## config.mk

```make
export PLATFORM = sky130hd
export DESIGN_NAME = vermicel_divider_flat
export DESIGN_NICKNAME = d
export VERILOG_FILES = /design/src/rtl/vermicel_pkg.sv /design/src/rtl/vermicel_divider_if.sv /design/src/rtl/vermicel_div_step.sv /design/src/rtl/vermicel_divider.sv /design/src/flat_wrapper.sv
export SDC_FILE = /design/constraint.sdc
export NUM_CORES = 1
export LEC_CHECK = 0
export ABC_AREA = 1
export BUFFER_PORTS_ARGS = -buffer_cell sky130_fd_sc_hd__clkbuf_2
export CAP_MARGIN = 5
export CORE_MARGIN = 3
export CORE_UTILIZATION = 45
export DETAILED_ROUTE_END_ITERATION = 8
export GPL_TIMING_DRIVEN = 0
export SLEW_MARGIN = 20
export SYNTH_ARGS = -nofsm -noshare
export SYNTH_HDL_FRONTEND = slang
export SYNTH_SLANG_ARGS = --single-unit
```

## constraint.sdc

```tcl
create_clock -name clk -period 14.9 [get_ports clk]
set_input_delay 0.745 -clock clk [delete_from_list [all_inputs] [get_ports clk]]
set_output_delay 0.745 -clock clk [all_outputs]
set_load 0.01 [all_outputs]
```

## src/rtl/vermicel_pkg.sv

```systemverilog
// ============================================================================
// Module : vermicel_pkg
// Brief  : Shared types and constants for the Vermicel core datapath.
// Rev    : 1.0  initial divide-unit additions
// ============================================================================
`default_nettype none

package vermicel_pkg;

  localparam int WORD_WIDTH = 32;

  typedef logic [WORD_WIDTH-1:0] word_t;

  // Decoder maps funct3 100..111 onto these in order.
  typedef enum logic [1:0] {
    DIV_OP_DIV  = 2'd0,
    DIV_OP_DIVU = 2'd1,
    DIV_OP_REM  = 2'd2,
    DIV_OP_REMU = 2'd3
  } div_op_t;

  // Cycles from accept to result for a non-special division.
  localparam int DIV_LATENCY = WORD_WIDTH + 2;

endpackage

`default_nettype wire

```

## src/rtl/vermicel_divider_if.sv

```systemverilog
// ============================================================================
// Module : vermicel_divider_if
// Brief  : Request/response bundle between the execute stage and the divider.
// Rev    : 1.0  initial
// ============================================================================
`default_nettype none

interface vermicel_divider_if
  import vermicel_pkg::*;
#(
  parameter int WIDTH = 32
);

  logic             start;
  logic             cancel;
  div_op_t          op;
  logic [WIDTH-1:0] xs1;
  logic [WIDTH-1:0] xs2;
  logic             ready;
  logic             valid;
  logic [WIDTH-1:0] result;

  modport master (
    output start, cancel, op, xs1, xs2,
    input  ready, valid, result
  );

  modport slave (
    input  start, cancel, op, xs1, xs2,
    output ready, valid, result
  );

endinterface

`default_nettype wire

```

## src/rtl/vermicel_div_step.sv

```systemverilog
// ============================================================================
// Module : vermicel_div_step
// Brief  : One combinational radix-2 restoring division step.
// Rev    : 1.0  initial
// ============================================================================
`default_nettype none

module vermicel_div_step #(
  parameter int WIDTH = 32
) (
  input  logic [WIDTH-1:0] rem_in,
  input  logic             dividend_msb,
  input  logic [WIDTH-1:0] divisor,
  output logic [WIDTH-1:0] rem_out,
  output logic             quot_bit
);

  logic [WIDTH:0] w_trial;
  logic [WIDTH:0] w_diff;

  // With rem_in < divisor the trial is below 2*divisor, so the top bit of the
  // WIDTH+1-bit difference is exactly the borrow-out of the comparison.
  assign w_trial  = {rem_in, dividend_msb};
  assign w_diff   = w_trial - {1'b0, divisor};
  assign quot_bit = ~w_diff[WIDTH];
  assign rem_out  = quot_bit ? w_diff[WIDTH-1:0] : w_trial[WIDTH-1:0];

endmodule

`default_nettype wire

```

## src/rtl/vermicel_divider.sv

```systemverilog
// ============================================================================
// Module : vermicel_divider
// Brief  : Iterative RV32M DIV/DIVU/REM/REMU unit, one quotient bit per cycle.
// Rev    : 1.0  initial
// ============================================================================
`default_nettype none

module vermicel_divider
  import vermicel_pkg::*;
#(
  parameter int WIDTH = 32
) (
  input  logic              clk,
  input  logic              reset,
  vermicel_divider_if.slave bus
);

  localparam int             CW           = $clog2(WIDTH) + 1;
  localparam logic [CW-1:0]  c_count_init = CW'(WIDTH);
  localparam logic [CW-1:0]  c_count_one  = CW'(1);
  localparam logic [WIDTH-1:0] c_ones     = '1;
  localparam logic [WIDTH-1:0] c_min      = {1'b1, {(WIDTH-1){1'b0}}};

  typedef enum logic [1:0] {
    ST_IDLE  = 2'd0,
    ST_RUN   = 2'd1,
    ST_FIXUP = 2'd2,
    ST_DONE  = 2'd3
  } state_t;

  state_t           r_state;
  state_t           w_next_state;
  div_op_t          r_op;
  logic             r_neg_quot;
  logic             r_neg_rem;
  logic [WIDTH-1:0] r_dividend;
  logic [WIDTH-1:0] r_divisor;
  logic [WIDTH-1:0] r_rem;
  logic [WIDTH-1:0] r_quot;
  logic [WIDTH-1:0] r_result;
  logic [CW-1:0]    r_count;

  logic             w_accept;
  logic             w_signed;
  logic             w_div_zero;
  logic             w_overflow;
  logic [WIDTH-1:0] w_abs1;
  logic [WIDTH-1:0] w_abs2;
  logic [WIDTH-1:0] w_special_result;
  logic [WIDTH-1:0] w_fixup_result;
  logic [WIDTH-1:0] w_step_rem;
  logic             w_step_quot;

  assign w_accept   = bus.start && (r_state == ST_IDLE) && !bus.cancel;
  assign w_signed   = (bus.op == DIV_OP_DIV) || (bus.op == DIV_OP_REM);
  assign w_div_zero = (bus.xs2 == '0);
  assign w_overflow = w_signed && (bus.xs1 == c_min) && (bus.xs2 == c_ones);
  assign w_abs1     = (w_signed && bus.xs1[WIDTH-1]) ? -bus.xs1 : bus.xs1;
  assign w_abs2     = (w_signed && bus.xs2[WIDTH-1]) ? -bus.xs2 : bus.xs2;

  always_comb begin
    w_special_result = '0;
    if (w_div_zero) begin
      w_special_result = ((bus.op == DIV_OP_DIV) || (bus.op == DIV_OP_DIVU)) ? c_ones : bus.xs1;
    end else if (w_overflow) begin
      w_special_result = (bus.op == DIV_OP_DIV) ? c_min : '0;
    end
  end

  always_comb begin
    w_fixup_result = r_rem;
    case (r_op)
      DIV_OP_DIV:  w_fixup_result = r_neg_quot ? -r_quot : r_quot;
      DIV_OP_DIVU: w_fixup_result = r_quot;
      DIV_OP_REM:  w_fixup_result = r_neg_rem ? -r_rem : r_rem;
      default:     w_fixup_result = r_rem;
    endcase
  end

  vermicel_div_step #(
    .WIDTH (WIDTH)
  ) u_step (
    .rem_in       (r_rem),
    .dividend_msb (r_dividend[WIDTH-1]),
    .divisor      (r_divisor),
    .rem_out      (w_step_rem),
    .quot_bit     (w_step_quot)
  );

  always_ff @(posedge clk or posedge reset) begin
    if (reset) r_state <= ST_IDLE;
    else       r_state <= w_next_state;
  end

  always_comb begin
    w_next_state = r_state;
    bus.ready    = 1'b0;
    bus.valid    = 1'b0;
    case (r_state)
      ST_IDLE: begin
        bus.ready = 1'b1;
        if (w_accept) w_next_state = (w_div_zero || w_overflow) ? ST_DONE : ST_RUN;
      end
      ST_RUN: begin
        if (bus.cancel)                 w_next_state = ST_IDLE;
        else if (r_count == c_count_one) w_next_state = ST_FIXUP;
      end
      ST_FIXUP: w_next_state = bus.cancel ? ST_IDLE : ST_DONE;
      ST_DONE: begin
        bus.valid    = 1'b1;
        w_next_state = ST_IDLE;
      end
      default: w_next_state = ST_IDLE;
    endcase
  end

  assign bus.result = r_result;

  always_ff @(posedge clk or posedge reset) begin
    if (reset) begin
      r_op       <= DIV_OP_DIV;
      r_neg_quot <= 1'b0;
      r_neg_rem  <= 1'b0;
      r_dividend <= '0;
      r_divisor  <= '0;
      r_rem      <= '0;
      r_quot     <= '0;
      r_result   <= '0;
      r_count    <= '0;
    end else begin
      case (r_state)
        ST_IDLE: begin
          if (w_accept) begin
            r_op       <= bus.op;
            r_neg_quot <= w_signed && (bus.xs1[WIDTH-1] ^ bus.xs2[WIDTH-1]);
            r_neg_rem  <= w_signed && bus.xs1[WIDTH-1];
            r_dividend <= w_abs1;
            r_divisor  <= w_abs2;
            r_rem      <= '0;
            r_quot     <= '0;
            r_count    <= c_count_init;
            if (w_div_zero || w_overflow) r_result <= w_special_result;
          end
        end
        ST_RUN: begin
          r_rem      <= w_step_rem;
          r_dividend <= {r_dividend[WIDTH-2:0], 1'b0};
          r_quot     <= {r_quot[WIDTH-2:0], w_step_quot};
          r_count    <= r_count - c_count_one;
        end
        // A flush here must leave the previously published result intact.
        ST_FIXUP: begin
          if (!bus.cancel) r_result <= w_fixup_result;
        end
        default: ;
      endcase
    end
  end

endmodule

`default_nettype wire
```

## src/flat_wrapper.sv

```systemverilog
// flat-port wrapper written by rule: the top's interface ports become plain ports
module vermicel_divider_flat import vermicel_pkg::*;
#(
  parameter int WIDTH = 32
)
  (clk, reset, bus_start, bus_cancel, bus_op, bus_xs1, bus_xs2, bus_ready, bus_valid, bus_result);
  vermicel_divider_if #(.WIDTH(WIDTH)) bus_i ();
  input  logic clk;
  input  logic reset;
  input wire logic [$bits(bus_i.start)-1:0] bus_start;
  input wire logic [$bits(bus_i.cancel)-1:0] bus_cancel;
  input wire logic [$bits(bus_i.op)-1:0] bus_op;
  input wire logic [$bits(bus_i.xs1)-1:0] bus_xs1;
  input wire logic [$bits(bus_i.xs2)-1:0] bus_xs2;
  output wire logic [$bits(bus_i.ready)-1:0] bus_ready;
  output wire logic [$bits(bus_i.valid)-1:0] bus_valid;
  output wire logic [$bits(bus_i.result)-1:0] bus_result;
  assign bus_i.start = bus_start;
  assign bus_i.cancel = bus_cancel;
  assign bus_i.op = bus_op;
  assign bus_i.xs1 = bus_xs1;
  assign bus_i.xs2 = bus_xs2;
  assign bus_ready = bus_i.ready;
  assign bus_valid = bus_i.valid;
  assign bus_result = bus_i.result;
  vermicel_divider #(.WIDTH(WIDTH)) u_core (.clk(clk), .reset(reset), .bus(bus_i));
endmodule
```

==> impl_metrics.json, run 1 <==
{
  "finalHoldViolations": 0,
  "post_drt_wl_per_cell_um": 18.7,
  "outcome": "complete, no violations",
  "r2r.worst_path.cells": 12,
  "starting_density_of_the_core": 0.459,
  "setup.worst_path.class": "reg2reg",
  "post-route-min-period_ns": 2.68,
  "detailedRoute.firstPassIterationCount": 6,
  "antenna_found_initial": 2,
  "post_layout_nonfiller_instances": 2897,
  "area_growth_pct": 11.2,
  "power.density_cell_area_nw_per_um2": 212,
  "timing.critical_path.required_ns": 15.28,
  "number_of_inserted_diodes": 0,
  "tritoncts": "yes",
  "timing.setup.tns_ns": 0,
  "floorplan.die.width_um": 186,
  "crit_path_frequent_cell": "nand2_1",
  "routabilityCongestion": 0.954,
  "least_margin_pin_slew_ns": 0.869,
  "coreArea_um2": 31700,
  "path_max_fanout": 7,
  "layout-drive-gt1-share": 0.0886,
  "die_height_um": 186,
  "synthesis.area_per_instance_um2": 6.17,
  "fmax_mhz": 374,
  "worstPathCellList": "inv_1, ha_1, nand3_1, nor2_1, nand2_1, nand2_1, nand2_1, nand2_1, nand3_1, nand3_1, nand2_1, a21oi_1",
  "final.fill_count": 3383,
  "drt_iter0_markers": 1405,
  "overall_track_demand_over_capacity_in_global_routing": 0.314,
  "post-layout-total-power_mw": 3.43,
  "setup.worst_path.start_class": "register",
  "totalWireLength_um": 54300,
  "design.die.area_um2": 34500,
  "drt.antenna.violating_nets": 0,
  "area.sequential_um2": 4300,
  "post_synth_inst_count": 2359,
  "ys_seq_elements": 172,
  "synthArstFlopShare": 1.00,
  "numPlacedInstances": 2865,
  "cap_viol_max_count": 0,
  "number_of_global_route_vias_before_repair": 14900,
  "cts_root_buffer_type": "clkbuf_16",
  "worstSetupEndpointType": "register",
  "clkLatencyLatePin_ns": 0.46,
  "io-pin-count": 104,
  "wire_length_of_the_first_global_routing_pass_um": 83200,
  "cts_buffer_depth": 2,
  "syn_area_um2": 14600,
  "pin_count_of_the_biggest_net_entering_global_routing": 100,
  "final_common_cell": "nand2_1",
  "detail_route.drc_violations": 0,
  "synth_flop_cell": "dfrtp_1",
  "grt-ovfl-total": 0,
  "layout.nets": 2592,
  "yosysTopAreaCellShare": 0.296,
  "multiInputGateArea_um2": 8720,
  "ir_worst_vdd_v": 0.000105,
  "cts_max_level": 4,
  "worst_path_largest_cell_delay_ns": 0.46,
  "setup_viol_count_final": 0,
  "pre_cts_ws_ns": 12.07,
  "clkSinkCount": 172,
  "clk_pin_slew_worst_paths_ns": 0.08,
  "post_cts_resize_count": 0,
  "timing.final.crit_share": 0.180,
  "final_core_utilization": 0.510,
  "synth_top_cells_by_area": "dfrtp_1 (30%), nand2_1 (20%), nand3_1 (8.7%), inv_1 (7.3%), nor2_1 (6.5%)",
  "most_frequent_cells_in_the_layout": "nand2_1 (794), inv_1 (283), nor2_1 (252), nand3_1 (252), dfrtp_1 (172)",
  "max_slew_headroom_at_the_worst_pin": 0.421,
  "row_count": 65,
  "power_leakage_nw": 8.52,
  "sequential_area_share_after_synthesis": 0.296,
  "hold_buffers": 0,
  "post_cts_setup_inserts": 0,
  "netlist-cell-type-count": 45,
  "rsz0062_at_grt": "no",
  "cts_made_buffers": 17,
  "syn-num-nets": 2469,
  "detail_route.vias_per_cell": 5.58,
  "hold_class": "in2async",
  "synth-edff-count": 0,
  "wp_data_arrival_ns": 3.06,
  "timing.final.ws_setup_ns": 12.22,
  "dp_hpwl_um": 44200,
  "final_setup_skew_ns": 0.0177,
  "library_cell_occupying_the_most_area_in_the_post_synthesis_netlist": "dfrtp_1",
  "yosysWarnings": 0,
  "drv_slew": 0,
  "port_buffers": 103,
  "critical_path.slowest_cell": "nor2_1",
  "routed-via-count": 16200
}
-- area by class of cell --
type | instances | area share
Clock inverter | 14 | 0.00935
Tap cell | 402 | 0.0311
Inverter | 298 | 0.0699
Clock buffer | 18 | 0.0265
Multi-Input combinational cell | 1808 | 0.539
Sequential cell | 172 | 0.266
Buffer | 81 | 0.0250
Timing Repair Buffer | 104 | 0.0336
-- per-layer routing --
metal	vias to the layer above	part of all wire	wire length [um]	track usage
li1	7842	-	-	-
met1	7632	0.46	25000	0.452
met2	612	0.45	24300	0.496
met3	77	0.070	3800	0.0510
met4	4	0.020	1100	0.0789
met5	-	0.00050	27	0
-- worst paths after layout --
check / start / end / slack, ns
min in group clk: u_core.bus.result[4] / u_core.bus.result[4] / 0.48
setup reg to reg: u_core.r_rem[0] / u_core.bus.result[28] / 12.22
setup / recovery: u_core.r_rem[0] / u_core.bus.result[28] / 12.22
hold / removal: reset / u_core.r_rem[27] / 0.32
hold reg to reg: u_core.bus.result[4] / u_core.bus.result[4] / 0.48
max in group asynchronous: reset / u_core.r_dividend[0] / 13.68
-- synth_stat cells (4+ instances only) --
library cell,count
nor4_1,5
or2_2,5
nor2_4,5
o211ai_1,26
nand2_1,794
buf_2,20
nor2_1,252
o21bai_1,10
nand4_2,4
inv_1,284
a21oi_1,87
nand3_1,252
nand4_1,22
nand3b_1,10
buf_6,7
ha_1,39
xnor2_1,18
o22ai_1,37
clkbuf_1,44
nor3_1,25
dfrtp_1,172
nand3_2,6
o21ai_0,114
nor2_2,9
buf_1,8
xor2_1,37
o21ai_1,6
nand2_2,7
o221ai_1,20
inv_2,12
-- state kept, by name, summed over array words and instances (netlist names) --
name,flops
u_core.bus.result,32
u_core.r_count,6
u_core.r_dividend,32
u_core.r_divisor,32
u_core.r_neg_quot,1
u_core.r_neg_rem,1
u_core.r_op,2
u_core.r_quot,32
u_core.r_rem,32
u_core.r_state,2
-- through the flow --
step | area [um^2] | hold slack [ns]
6_report | 16200 | 0.320
2_1_floorplan | 14600 | 0.449
3_5_place_dp | 15600 | 0.465
4_1_cts | 16200 | 0.361
5_1_grt | 16200 | 0.369
3_3_place_gp | 15600 | 0.468
-- critical path, delay by kind of cell, from the launching register on --
| family | cells | cell delay, ns |
|---|---|---|
| AO/OA/AOI/OAI | 1 | 0.22 |
| adder cells (fa/ha/maj) | 1 | 0.23 |
| buffers and inverters | 1 | 0.20 |
| flip-flops | 1 | 0.41 |
| AND/OR/NAND/NOR | 9 | 1.55 |
-- power by group --
group / leakage [nW] / total [mW] / internal (mW) / switching (mW)
sequential: 2.19 / 0.814 / 0.647 / 0.167
combinational: 6.05 / 2.16 / 0.707 / 1.46
clock: 0.279 / 0.451 / 0.224 / 0.227
-- kinds of logic after synthesis --
logic type / Yosys count / share of synthesized area
simple gates: 1406 / 0.409
xor+xnor: 55 / 0.0331
compound gates: 307 / 0.122
flops: 172 / 0.296
fa+ha+maj: 40 / 0.0349
buf+inv: 379 / 0.105
(Power assumes the default switching activity.)
==> run 2: changes to the inputs <==
clock period = 2.14 ns   (was 14.9 ns; I/O delays follow)
==> impl_metrics.json, run 2 (synthesized netlist as in run 1, its figures left out) <==
{
  "finish.instance_area_um2": 17700,
  "crit_path_frequent_cell": "nand2_1",
  "drv_slew": 0,
  "final_setup_skew_ns": 0.0152,
  "cts_root_buffer_type": "clkbuf_16",
  "numPlacedInstances": 2870,
  "post_layout_nonfiller_instances": 2948,
  "violations": "setup timing",
  "worst_hold_slack_ns": 0.0204,
  "detail_route.drc_violations": 0,
  "grt-ovfl-total": 0,
  "drt.antenna.violating_nets": 0,
  "finalHoldViolations": 0,
  "cts_max_level": 4,
  "final_common_cell": "nand2_1",
  "count_of_buffering_cells_on_the_critical_path_with_inverters_included": 2,
  "wp_data_arrival_ns": 2.68,
  "detailedRoute.firstPassIterationCount": 5,
  "power_leakage_nw": 8.98,
  "clkSinkCount": 172,
  "timing.setup.tns_ns": -5.26,
  "die_height_um": 186,
  "cts_made_buffers": 17,
  "cellInternalPower_mw": 13.2,
  "critical_path.slowest_cell": "dfrtp_1",
  "rsz0062_at_grt": "yes",
  "layout-drive-gt1-share": 0.176,
  "outcome": "finished, violations left",
  "path_max_fanout": 5,
  "starting_density_of_the_core": 0.459,
  "number_of_inserted_diodes": 0,
  "switching_power_mw": 14.4,
  "share_seq_of_total_power": 0.212,
  "power.density_cell_area_nw_per_um2": 1560,
  "timing.final.ws_setup_ns": -0.204,
  "final_core_utilization": 0.558,
  "setup.worst_path.class": "reg2reg",
  "post_dp_cell_area_um2": 15700,
  "worstPathCellList": "ha_4, a21oi_1, nand2_1, nand2_1, nand3_1, a21oi_4, nand3_2, nand2_8, buf_12, buf_8, nand2_2, nand3_2, nand2_1",
  "most_frequent_cells_in_the_layout": "nand2_1 (740), inv_1 (267), nor2_1 (231), nand3_1 (227), dfrtp_1 (154)",
  "pre_cts_ws_ns": -0.439,
  "routed-via-count": 16400,
  "routabilityCongestion": 0.975,
  "clkLatencyLatePin_ns": 0.46,
  "port_buffers": 103,
  "pin_count_of_the_biggest_net_entering_global_routing": 32,
  "tritoncts": "yes",
  "area_growth_pct": 21.6,
  "max_slew_headroom_at_the_worst_pin": 0.379,
  "post_drt_wl_per_cell_um": 19.1,
  "cap_viol_max_count": 0,
  "ir_worst_vdd_v": 0.000968,
  "timing.final.crit_share": 1.10,
  "least_margin_pin_slew_ns": 0.931,
  "worstSetupEndpointType": "register",
  "final.fill_count": 3250,
  "post-layout-total-power_mw": 27.6,
  "layout.nets": 2643,
  "setup.worst_path.start_class": "register",
  "area.sequential_um2": 4330,
  "hold_class": "in2reg",
  "detail_route.vias_per_cell": 5.58,
  "setup_viol_count_final": 39,
  "multiInputGateArea_um2": 9580,
  "fmax_mhz": 427,
  "row_count": 65,
  "comb_power_share": 0.669,
  "io-pin-count": 104,
  "switching_share": 0.522,
  "drt_iter0_markers": 1522,
  "coreArea_um2": 31700,
  "post-route-min-period_ns": 2.34,
  "totalWireLength_um": 56300,
  "floorplan.die.width_um": 186,
  "critPathTopFamily": "simple AND/OR/NAND/NOR gates",
  "overall_track_demand_over_capacity_in_global_routing": 0.325,
  "clk_pin_slew_worst_paths_ns": 0.08,
  "antenna_found_initial": 1,
  "worst_path_largest_cell_delay_ns": 0.49,
  "wire_length_of_the_first_global_routing_pass_um": 85700,
  "cts_buffer_depth": 2,
  "timing.critical_path.required_ns": 2.48,
  "design.die.area_um2": 34500,
  "dp_hpwl_um": 44800,
  "pwr-share-clk": 0.119,
  "number_of_global_route_vias_before_repair": 15400
}
[run 2: changes by cell type in the layout (fill, tap and decap cells not counted), moves of 21 or more]
| cell | previous run | this run |
|---|---|---|
| nand2_2 | 7 | 48 |
| ha_4 | 0 | 29 |
| nand2_1 | 794 | 740 |
| nand3_1 | 252 | 227 |
| buf_4 | 0 | 30 |
| nand3_2 | 6 | 30 |
| ha_1 | 39 | 9 |
| nor2_1 | 252 | 231 |
[run 2: power groups by stage]
| stage | combinational, mW | sequential, mW | clock [mW] |
|---|---|---|---|
| after floorplan | 10.6 | 5.42 | 0 |
| after global placement | 14.7 | 5.68 | 0 |
| after detailed placement | 14.9 | 5.69 | 0 |
| after CTS | 16.7 | 5.75 | 3.33 |
| after global routing | 20.4 | 5.95 | 3.47 |
| final | 18.4 | 5.83 | 3.29 |
[run 2: repair_timing]
action / CTS / global route
gates resized for setup: 101 / 146
setup buffers: 21 / 14
gates cloned: 4 / 2
hold buffers: 9 / 0
setup endpoints to repair: 110 / 108
hold endpoints to repair: 68 / 0
pin swaps: 31 / 36
[run 2: area by class of cell]
class / instances / area share
Buffer: 78 / 0.0234
Clock buffer: 17 / 0.0240
Clock inverter: 15 / 0.0102
Inverter: 298 / 0.0642
Multi-Input combinational cell: 1808 / 0.542
Sequential cell: 172 / 0.245
Tap cell: 402 / 0.0284
Timing Repair Buffer: 158 / 0.0635
[run 2: path summary, 6_finish.rpt]
check | to | slack, ns | startpoint | cells past startpoint
max | u_core.r_rem[24] | -0.20 | u_core.r_rem[26] | 13
min | u_core.r_divisor[20] | 0.02 | bus_xs2[20] | 4
max reg2reg | u_core.r_rem[24] | -0.20 | u_core.r_rem[26] | 13
min reg2reg | u_core.bus.result[3] | 0.48 | u_core.bus.result[3] | 2
max in group asynchronous | u_core.r_divisor[30] | 1.11 | reset | 6
min in group asynchronous | u_core.r_quot[24] | 0.12 | reset | 3
[run 2: worst reg2reg max path, stage by stage (launching register included)]
cell and delay [ns]:
dfrtp_1 0.49, ha_4 0.31, a21oi_1 0.19, nand2_1 0.11
nand2_1 0.07, nand3_1 0.13, a21oi_4 0.22, nand3_2 0.15
nand2_8 0.14, buf_12 0.12, buf_8 0.12, nand2_2 0.06
nand3_2 0.06, nand2_1 0.06
[run 2: layer usage]
layer | vias to the layer above | wire, um | GRT usage
li1 | 7964 | - | -
met1 | 7758 | 25700 | 0.467
met2 | 643 | 25500 | 0.515
met3 | 75 | 4020 | 0.0532
met4 | 0 | 1020 | 0.0769
met5 | - | 0 | 0
